<file path="src/rtl/seg_serial_rx.sv">
// seg_serial_rx: receive end of the 4-wire serial seven-segment display link.
// Oversamples SEGCLK/SEGCLR/SEGDT/SEGEN in clk, rebuilds each frame MSB-first
// and presents it in parallel with a one-cycle valid or error strobe.
module seg_serial_rx #(
    parameter int unsigned FRAME_BITS  = 64,
    parameter int unsigned SYNC_STAGES = 2
) (
    input  logic                          clk,
    input  logic                          rst,
    input  logic                          SEGCLK,
    input  logic                          SEGCLR,
    input  logic                          SEGDT,
    input  logic                          SEGEN,
    output logic [FRAME_BITS-1:0]         frame,
    output logic                          frame_valid,
    output logic                          frame_err,
    output logic [$clog2(FRAME_BITS):0]   bit_cnt,
    output logic                          busy
);

    localparam int unsigned CNT_W = $clog2(FRAME_BITS) + 1;
    localparam logic [CNT_W-1:0] CNT_FULL = CNT_W'(FRAME_BITS);
    localparam logic [CNT_W-1:0] CNT_OVER = CNT_W'(FRAME_BITS + 1);

    typedef enum logic [1:0] {
        ST_IDLE,
        ST_SHIFT,
        ST_FULL,
        ST_OVER
    } state_t;

    // Receive state is carried entirely by the bit count.
    function automatic state_t decode(input logic [CNT_W-1:0] cnt);
        if (cnt == '0)            return ST_IDLE;
        else if (cnt == CNT_FULL) return ST_FULL;
        else if (cnt == CNT_OVER) return ST_OVER;
        else                      return ST_SHIFT;
    endfunction

    logic [SYNC_STAGES-1:0] clk_sync;
    logic [SYNC_STAGES-1:0] clr_sync;
    logic [SYNC_STAGES-1:0] dt_sync;
    logic [SYNC_STAGES-1:0] en_sync;
    logic                   clk_prev;
    logic                   en_prev;
    logic [FRAME_BITS-1:0]  shreg;

    logic                   clk_s;
    logic                   clr_s;
    logic                   dt_s;
    logic                   en_s;
    logic                   clk_rise;
    logic                   en_rise;
    state_t                 state;

    logic [FRAME_BITS-1:0]  shreg_n;
    logic [FRAME_BITS-1:0]  frame_n;
    logic [CNT_W-1:0]       cnt_n;
    logic                   valid_n;
    logic                   err_n;

    assign clk_s    = clk_sync[SYNC_STAGES-1];
    assign clr_s    = clr_sync[SYNC_STAGES-1];
    assign dt_s     = dt_sync[SYNC_STAGES-1];
    assign en_s     = en_sync[SYNC_STAGES-1];
    assign clk_rise = clk_s & ~clk_prev;
    assign en_rise  = en_s & ~en_prev;
    assign state    = decode(bit_cnt);

    // Synchronizer chains and edge-history flops for the link pins.
    always_ff @(posedge clk or posedge rst) begin
        if (rst) begin
            clk_sync <= '0;
            clr_sync <= '0;
            dt_sync  <= '0;
            en_sync  <= '0;
            clk_prev <= 1'b0;
            en_prev  <= 1'b0;
        end else begin
            clk_sync <= {clk_sync[SYNC_STAGES-2:0], SEGCLK};
            clr_sync <= {clr_sync[SYNC_STAGES-2:0], SEGCLR};
            dt_sync  <= {dt_sync[SYNC_STAGES-2:0], SEGDT};
            en_sync  <= {en_sync[SYNC_STAGES-2:0], SEGEN};
            clk_prev <= clk_s;
            en_prev  <= en_s;
        end
    end

    // Next-state: clear beats latch beats shift; latch is judged on the post-shift count.
    always_comb begin
        shreg_n = shreg;
        frame_n = frame;
        cnt_n   = bit_cnt;
        valid_n = 1'b0;
        err_n   = 1'b0;
        if (!clr_s) begin
            cnt_n   = '0;
            shreg_n = '0;
        end else begin
            if (clk_rise) begin
                shreg_n = {shreg[FRAME_BITS-2:0], dt_s};
                if (state != ST_OVER) begin
                    cnt_n = bit_cnt + CNT_W'(1);
                end
            end
            if (en_rise) begin
                if (decode(cnt_n) == ST_FULL) begin
                    frame_n = shreg_n;
                    valid_n = 1'b1;
                end else begin
                    err_n = 1'b1;
                end
                cnt_n = '0;
            end
        end
    end

    // Receive state and registered outputs.
    always_ff @(posedge clk or posedge rst) begin
        if (rst) begin
            shreg       <= '0;
            frame       <= '0;
            bit_cnt     <= '0;
            frame_valid <= 1'b0;
            frame_err   <= 1'b0;
            busy        <= 1'b0;
        end else begin
            shreg       <= shreg_n;
            frame       <= frame_n;
            bit_cnt     <= cnt_n;
            frame_valid <= valid_n;
            frame_err   <= err_n;
            busy        <= (cnt_n != '0);
        end
    end

endmodule
</file>
<file path="config.mk">
export PLATFORM = sky130hd
export DESIGN_NAME = seg_serial_rx
export DESIGN_NICKNAME = d
export VERILOG_FILES = /design/src/rtl/seg_serial_rx.sv
export SDC_FILE = /design/constraint.sdc
export NUM_CORES = 1
export LEC_CHECK = 0
export BUFFER_PORTS_ARGS = -buffer_cell sky130_fd_sc_hd__buf_2
export CAP_MARGIN = 20
export CORE_ASPECT_RATIO = 0.75
export CORE_UTILIZATION = 50
export DETAILED_ROUTE_END_ITERATION = 12
export GPL_TIMING_DRIVEN = 0
export PLACE_DENSITY = 0.7
export SETUP_SLACK_MARGIN = 0.1
export SLEW_MARGIN = 20
export SYNTH_ARGS = -nofsm -noshare
export SYNTH_HDL_FRONTEND = slang
export SYNTH_SLANG_ARGS = --single-unit
</file>
<file path="constraint.sdc">
create_clock -name clk -period 7.6 [get_ports clk]
set_input_delay 0.38 -clock clk [delete_from_list [all_inputs] [get_ports clk]]
set_output_delay 0.38 -clock clk [all_outputs]
set_load 0.01 [all_outputs]
</file>
# [Word level (Yosys, flattened, before mapping)]
# Index checks and enable logic that the tools add are counted.
[word_totals] ff_bits=148 out_inout_bits=74 in_bits=6
[op_classes] n_reduce_logical=4 addsub=1 n_mux=21 bitwise_logic=4 eq_ne=6
[op_table] operator="64-bit two-way mux" n=2
[op_table] operator="7-bit two-way mux" n=5
[op_table] operator="7-bit == test (second input constant)" n=4
[op_table] operator="2-bit two-way mux" n=8
[op_table] operator="7-bit logical NOT" n=2
[op_table] operator="7-bit by 1-bit adder with 7-bit output (second input constant)" n=1
[op_table] operator="7-bit nonzero test" n=1
[op_table] operator="1-bit two-way mux" n=6
[op_table] operator="3-bit AND reduction" n=1
[op_table] operator="1-bit AND" n=2
[op_table] operator="2-bit == test (second input constant)" n=1
[op_table] operator="2-bit inequality test (second input constant)" n=1
[op_table] operator="1-bit NOT" n=2

# [Logic depth before layout (Yosys ltp)]
[logic_depth] word_depth=18 depth_mapped=9 ltp_nobuf=7

# [Worst setup path after synthesis]
# Ideal clock, no wire load.
[synth_path] kind="register -> register" from="reg bit_cnt[0]" to="reg frame[48]" setup_time_ps=127 t_arrival_ps=2432 required_time_ps=7473 path_buffers=2 setup_slack_ps=5041 stages_incl_launch_ff=10 path_cell_list="dfrtp_1 -> inv_1 -> ha_1 -> nor3_1 -> a41oi_2 -> mux2i_1 -> nor4b_2 -> buf_4 -> buf_8 -> mux2_1"
[synth_via] elab_chain_len=16 word_cells_on_any_way=21 cone_classes="add/sub: 1; eq/ne: 6; mux: 11; reduce/logical: 3"
[synth_rtl] item="from (decl)" line="17" rtl="output logic [$clog2(FRAME_BITS):0] bit_cnt,"
[synth_rtl] item="from (signal assigned)" line="130" rtl="bit_cnt <= cnt_n;"
[synth_rtl] item="7-bit == test" line="36" rtl="else if (cnt == CNT_OVER) return ST_OVER;"
[synth_rtl] item="2-bit two-way mux" line="36"
[synth_rtl] item="2-bit two-way mux" line="35" rtl="else if (cnt == CNT_FULL) return ST_FULL;"
[synth_rtl] item="2-bit two-way mux" line="34" rtl="if (cnt == '0) return ST_IDLE;"
[synth_rtl] item="2-bit inequality test" line="102" rtl="if (state != ST_OVER) begin"
[synth_rtl] item="7-bit two-way mux" line="102"
[synth_rtl] item="7-bit two-way mux (*)" line="100" rtl="if (clk_rise) begin"
[synth_rtl] item="7-bit two-way mux (*)" line="96" rtl="if (!clr_s) begin"
[synth_rtl] item="7-bit == test" line="36"
[synth_rtl] item="2-bit two-way mux" line="36"
[synth_rtl] item="2-bit two-way mux" line="35"
[synth_rtl] item="2-bit two-way mux (*)" line="34"
[synth_rtl] item="2-bit two-way mux (*)" line="106" rtl="if (en_rise) begin"
[synth_rtl] item="2-bit two-way mux (*)" line="96"
[synth_rtl] item="2-bit == test (*)" line="107" rtl="if (decode(cnt_n) == ST_FULL) begin"
[synth_rtl] item="3-bit AND reduction (no line) (*)"
[synth_rtl] item="to (signal assigned)" line="129" rtl="frame <= frame_n;"
[synth_rtl] item="to (decl)" line="14" rtl="output logic [FRAME_BITS-1:0] frame,"
# Mark *: on every way between the ends. The rest lies on a longest branch, timed or not. The select of a mux whose other input is x is not followed.
# A chain may end at the register's enable or synchronous reset.

# [Worst setup path after layout]
[layout_path] from="reg bit_cnt[0]" to="reg frame[50]"
# Same word-level chain as after synthesis.

==> summary.md <==
| Metric | Value |
|---|---|
| Result of the run | `complete, no violations` |
| Xor and xnor area share after synthesis | `0.00571` |
| Worst ir drop on vdd | `0.154 mV` |
| Class of the tightest hold or removal check | `in2reg` |
| Remaining max-slew budget at the tightest pin | `0.533` |
| Critical path cell sequence | `inv_1 > ha_1 > nor3_1 > a41oi_2 > mux2i_1 > nor4b_2 > buf_4 > buf_6 > mux2_1` |
| Minimum clock period after layout | `2.89 ns` |
| Final Max Slew Viols | `0` |
| Share of the yosys chip area belonging to registers | `0.603` |
| Number of vias after detailed routing | `3,597` |
| Adder-cell area share of the yosys netlist | `0.00612` |
| Number of clock sinks | `148` |
| Proportion of netlist area held by the largest area contributor | `0.603` |
| Number of nets still failing antenna checks after routing | `0` |
| Switching Power | `364 uW` |
| Rows | `34` |
| Die area | `12,700 um^2` |
| Worst path slowest cell | `sky130_fd_sc_hd__dfrtp_1` |
| Post-synthesis cell type count | `38` |
| Vert. Die Dim | `97.9 um` |
| Routed WL | `10,500 um` |
| Post-synthesis mux area share | `0.217` |
| Simple-Gate Fraction of Synth Area | `0.0952` |
| Warnings, synthesis | `0` |
| Worst Path Required | `7.89 ns` |
| Largest delay contributor family on the critical path | `simple AND/OR/NAND/NOR gates` |
| Estimated wirelength of the detail-placed design | `7150 um` |
| Register share of total power | `0.467` |
| Count of buffers from port buffering | `79` |
| Unrepaired setup endpoints after global routing | `false` |
| Pint | `1340 uW` |
| Final worst path period share | `0.380` |
| Syn nets | `481` |
| Highest achievable clock rate | `0.346 GHz` |
| Wire length of the first global-routing pass | `17,800 um` |
| Nature of the critical path startpoint | `register` |
| Final sum of negative setup slack | `0 ns` |
| Post-route worst setup slack | `4.71 ns` |
| Logic depth of the worst path, buffers included | `9` |
| Number of H-tree branching levels | `4` |
| Share of power burned in combinational logic | `0.031` |
| Drt pass-1 iters | `4` |
| Root buffer selected by CTS | `sky130_fd_sc_hd__clkbuf_16` |
| Fraction of the mapped netlist area in compound gates | `0.0177` |
| Filler instances | `927` |
| Average vias per placed instance | `4.82` |
| Cell area power density | `230 nW/um^2` |
| Detailed router's first-iteration violation count | `188` |
| Initial antenna violation count | `0` |
| CP Class | `reg2reg` |
| Layout overhead on the synthesized area | `20.5%` |
| Worst hold margin | `0.0760 ns` |
| Drt wl/cell | `14.0 um` |
| Fraction of power consumed by the clock network | `0.503` |
| #FFs+latches synth | `148` |
| Biggest area consumer among synthesized cells | `sky130_fd_sc_hd__dfrtp_1` |
| Overall fraction of global-route tracks in use | `0.184` |
| Share of layout cells above drive strength 1 | `0.239` |
| Mean post-synth cell area | `13.0 um^2` |
| Number of setup violations in the final report | `0` |
| Leakage Power | `0.00359 uW` |
| Count of mapped cells out of synthesis | `472` |
| Placer congestion estimate | `0.756` |
| CTS buffer count | `17` |
| Clock latency at the later pin of the worst-skew pair | `0.41 ns` |
| Post-layout net count | `581` |
| Number of global-route vias before repair | `3,680` |
| Max-cap violations | `0` |
| Logic depth of the worst register-to-register path | `9` |
| Endpoints failing hold | `0` |
| Maximum fanout encountered on the critical timing path | `10` |
| Boundary pin count | `80` |
| Sum of overflow across all layers after global routing | `0` |
| Switching share of power | `0.214` |
| Worst Hold Depth | `1` |
| Initial standard-cell utilization of the core | `0.521` |
| Combinational family with the most area after synthesis | `multiplexers` |
| Post-CTS resize count | `0` |
| Pre-CTS setup slack | `4.74 ns` |
| Cell Area, Synth | `6140 um^2` |
| Worst Tran Pin Value | `0.700 ns` |
| Clock Path Buffers | `2` |
| Type of destination of the critical path | `register` |
| Longest individual stage delay on the worst path | `0.50 ns` |
| Die boundary width | `130 um` |
| Arrival time at the worst endpoint | `3.18 ns` |
| DR DRC count | `0` |
| Area inside the core boundary | `11,800 um^2` |
| Clock tree from TritonCTS | `yes` |
| Final core utilization | `0.628` |
| CTS clock-pin slew for the worst setup and hold paths | `0.06 ns` |
| Worst clock skew | `0.00924 ns` |
| Maximum number of pins on one net before global-route repair | `110` |
| Top cells by area, synth | `sky130_fd_sc_hd__dfrtp_1 60%, sky130_fd_sc_hd__mux2i_1 16%, sky130_fd_sc_hd__nor2b_1 5.1%, sky130_fd_sc_hd__inv_1 3.3%, sky130_fd_sc_hd__mux2_1 2.8%` |
| Diodes inserted | `0` |
| Critical path buffer and inverter count | `3` |
## final cells by class
type	instances	area, um^2	area share
timing repair buffer	81	433	0.0585
sequential	148	3700	0.501
buffer	22	136	0.0184
clock inverter	14	175	0.0237
inverter	54	210	0.0284
tap	162	203	0.0274
multi-input combinational	248	2090	0.283
clock buffer	18	439	0.0594
## Yosys cell counts (all sizes together)
cell type / number
nor4b: 1
o41a: 1
a21oi: 6
ha: 3
clkbuf: 9
nand4: 1
xnor2: 1
nand3: 2
a21o: 1
nor3: 2
nand3b: 2
a41oi: 1
buf: 13
nor4: 1
and4b: 1
or3: 1
inv: 54
xor2: 3
nand2: 4
o21ai: 4
nand2b: 1
mux2i: 99
nor2: 12
or4: 1
a31o: 1
o31ai: 1
a22oi: 1
mux2: 30
nor2b: 50
and2: 17
dfrtp: 148
## cell usage in the layout (no fill, tap or decap), types with 2 or more instances in the layout
| cell | netlist | routed |
|---|---|---|
| sky130_fd_sc_hd__mux2_2 | 15 | 15 |
| sky130_fd_sc_hd__clkinv_4 | 0 | 2 |
| sky130_fd_sc_hd__nor2_1 | 12 | 12 |
| sky130_fd_sc_hd__buf_2 | 1 | 80 |
| sky130_fd_sc_hd__dfrtp_1 | 148 | 148 |
| sky130_fd_sc_hd__clkbuf_16 | 0 | 17 |
| sky130_fd_sc_hd__and2_1 | 17 | 17 |
| sky130_fd_sc_hd__nand3_1 | 2 | 2 |
| sky130_fd_sc_hd__inv_1 | 54 | 53 |
| sky130_fd_sc_hd__buf_6 | 5 | 5 |
| sky130_fd_sc_hd__clkinvlp_4 | 0 | 3 |
| sky130_fd_sc_hd__nor3_1 | 2 | 2 |
| sky130_fd_sc_hd__nand2_1 | 4 | 4 |
| sky130_fd_sc_hd__mux2i_1 | 99 | 99 |
| sky130_fd_sc_hd__nor2b_1 | 50 | 50 |
| sky130_fd_sc_hd__ha_1 | 3 | 3 |
| sky130_fd_sc_hd__clkinv_2 | 0 | 2 |
| sky130_fd_sc_hd__o21ai_0 | 3 | 3 |
| sky130_fd_sc_hd__buf_1 | 5 | 5 |
| sky130_fd_sc_hd__mux2_1 | 15 | 15 |
| sky130_fd_sc_hd__bufinv_16 | 0 | 3 |
| sky130_fd_sc_hd__clkbuf_1 | 9 | 9 |
| sky130_fd_sc_hd__inv_6 | 0 | 4 |
| sky130_fd_sc_hd__a21oi_1 | 6 | 6 |
| sky130_fd_sc_hd__xor2_1 | 3 | 3 |
## state kept, by name, summed over array words and instances (netlist names), 2 cells and up
register,cells
dt_sync,2
en_sync,2
frame,64
clk_sync,2
clr_sync,2
shreg,64
bit_cnt,7
## power by group through the flow
stage	Clock, uW	Combinational, uW	Sequential [uW]
final	856	52.1	795
after global routing	909	58.9	795
after CTS	872	54.0	795
after detailed placement	0	53.6	809
after global placement	0	50.3	809
after floorplan	0	38.1	809
## path summary, 6_finish.rpt
| kind | from | to | slack (ns) |
|---|---|---|---|
| worst max-delay path | bit_cnt[0]$_DFF_PP0_ | frame[50]$_DFFE_PP0P_ | 4.71 |
| worst min-delay path | SEGCLK | clk_sync[0]$_DFF_PP0_ | 0.08 |
| worst max register to register | bit_cnt[0]$_DFF_PP0_ | frame[50]$_DFFE_PP0P_ | 4.71 |
| worst min register to register | en_sync[0]$_DFF_PP0_ | en_sync[1]$_DFF_PP0_ | 0.35 |
| max in group asynchronous | rst | frame[1]$_DFFE_PP0P_ | 6.32 |
| min in group asynchronous | rst | frame[20]$_DFFE_PP0P_ | 0.50 |
## what timing repair did
item | in CTS | in global routing
buffers inserted | 0 | 0
hold buffers | 1 | 0
setup endpoints to repair | 0 | 0
hold endpoints to repair | 39 | 0
## layer usage
metal | global-route usage | part of all wire | up-vias
met5 | 0 | 0 | -
met1 | 0.253 | 0.48 | 1760
met2 | 0.280 | 0.46 | 71
li1 | - | - | 1751
met3 | 0.0482 | 0.040 | 15
met4 | 0.0698 | 0.014 | 0
## cell families after synthesis
family	count (synthesis)
buffers and inverters	76
AOI/OAI and AO/OA	16
xor gates and xnor gates	4
muxes	129
and+or+nand+nor	96
adders and majority gates	3
DFF	148
## per-stage QoR
step	total power [uW]	instances	cell area, um^2
after CTS	1720	747	7390
after global placement	860	713	6740
after floorplan	847	472	6140
after detailed placement	863	714	6770
after global routing	1760	747	7390
final	1700	747	7390
No activity file was read; power rests on OpenSTA's default activity.
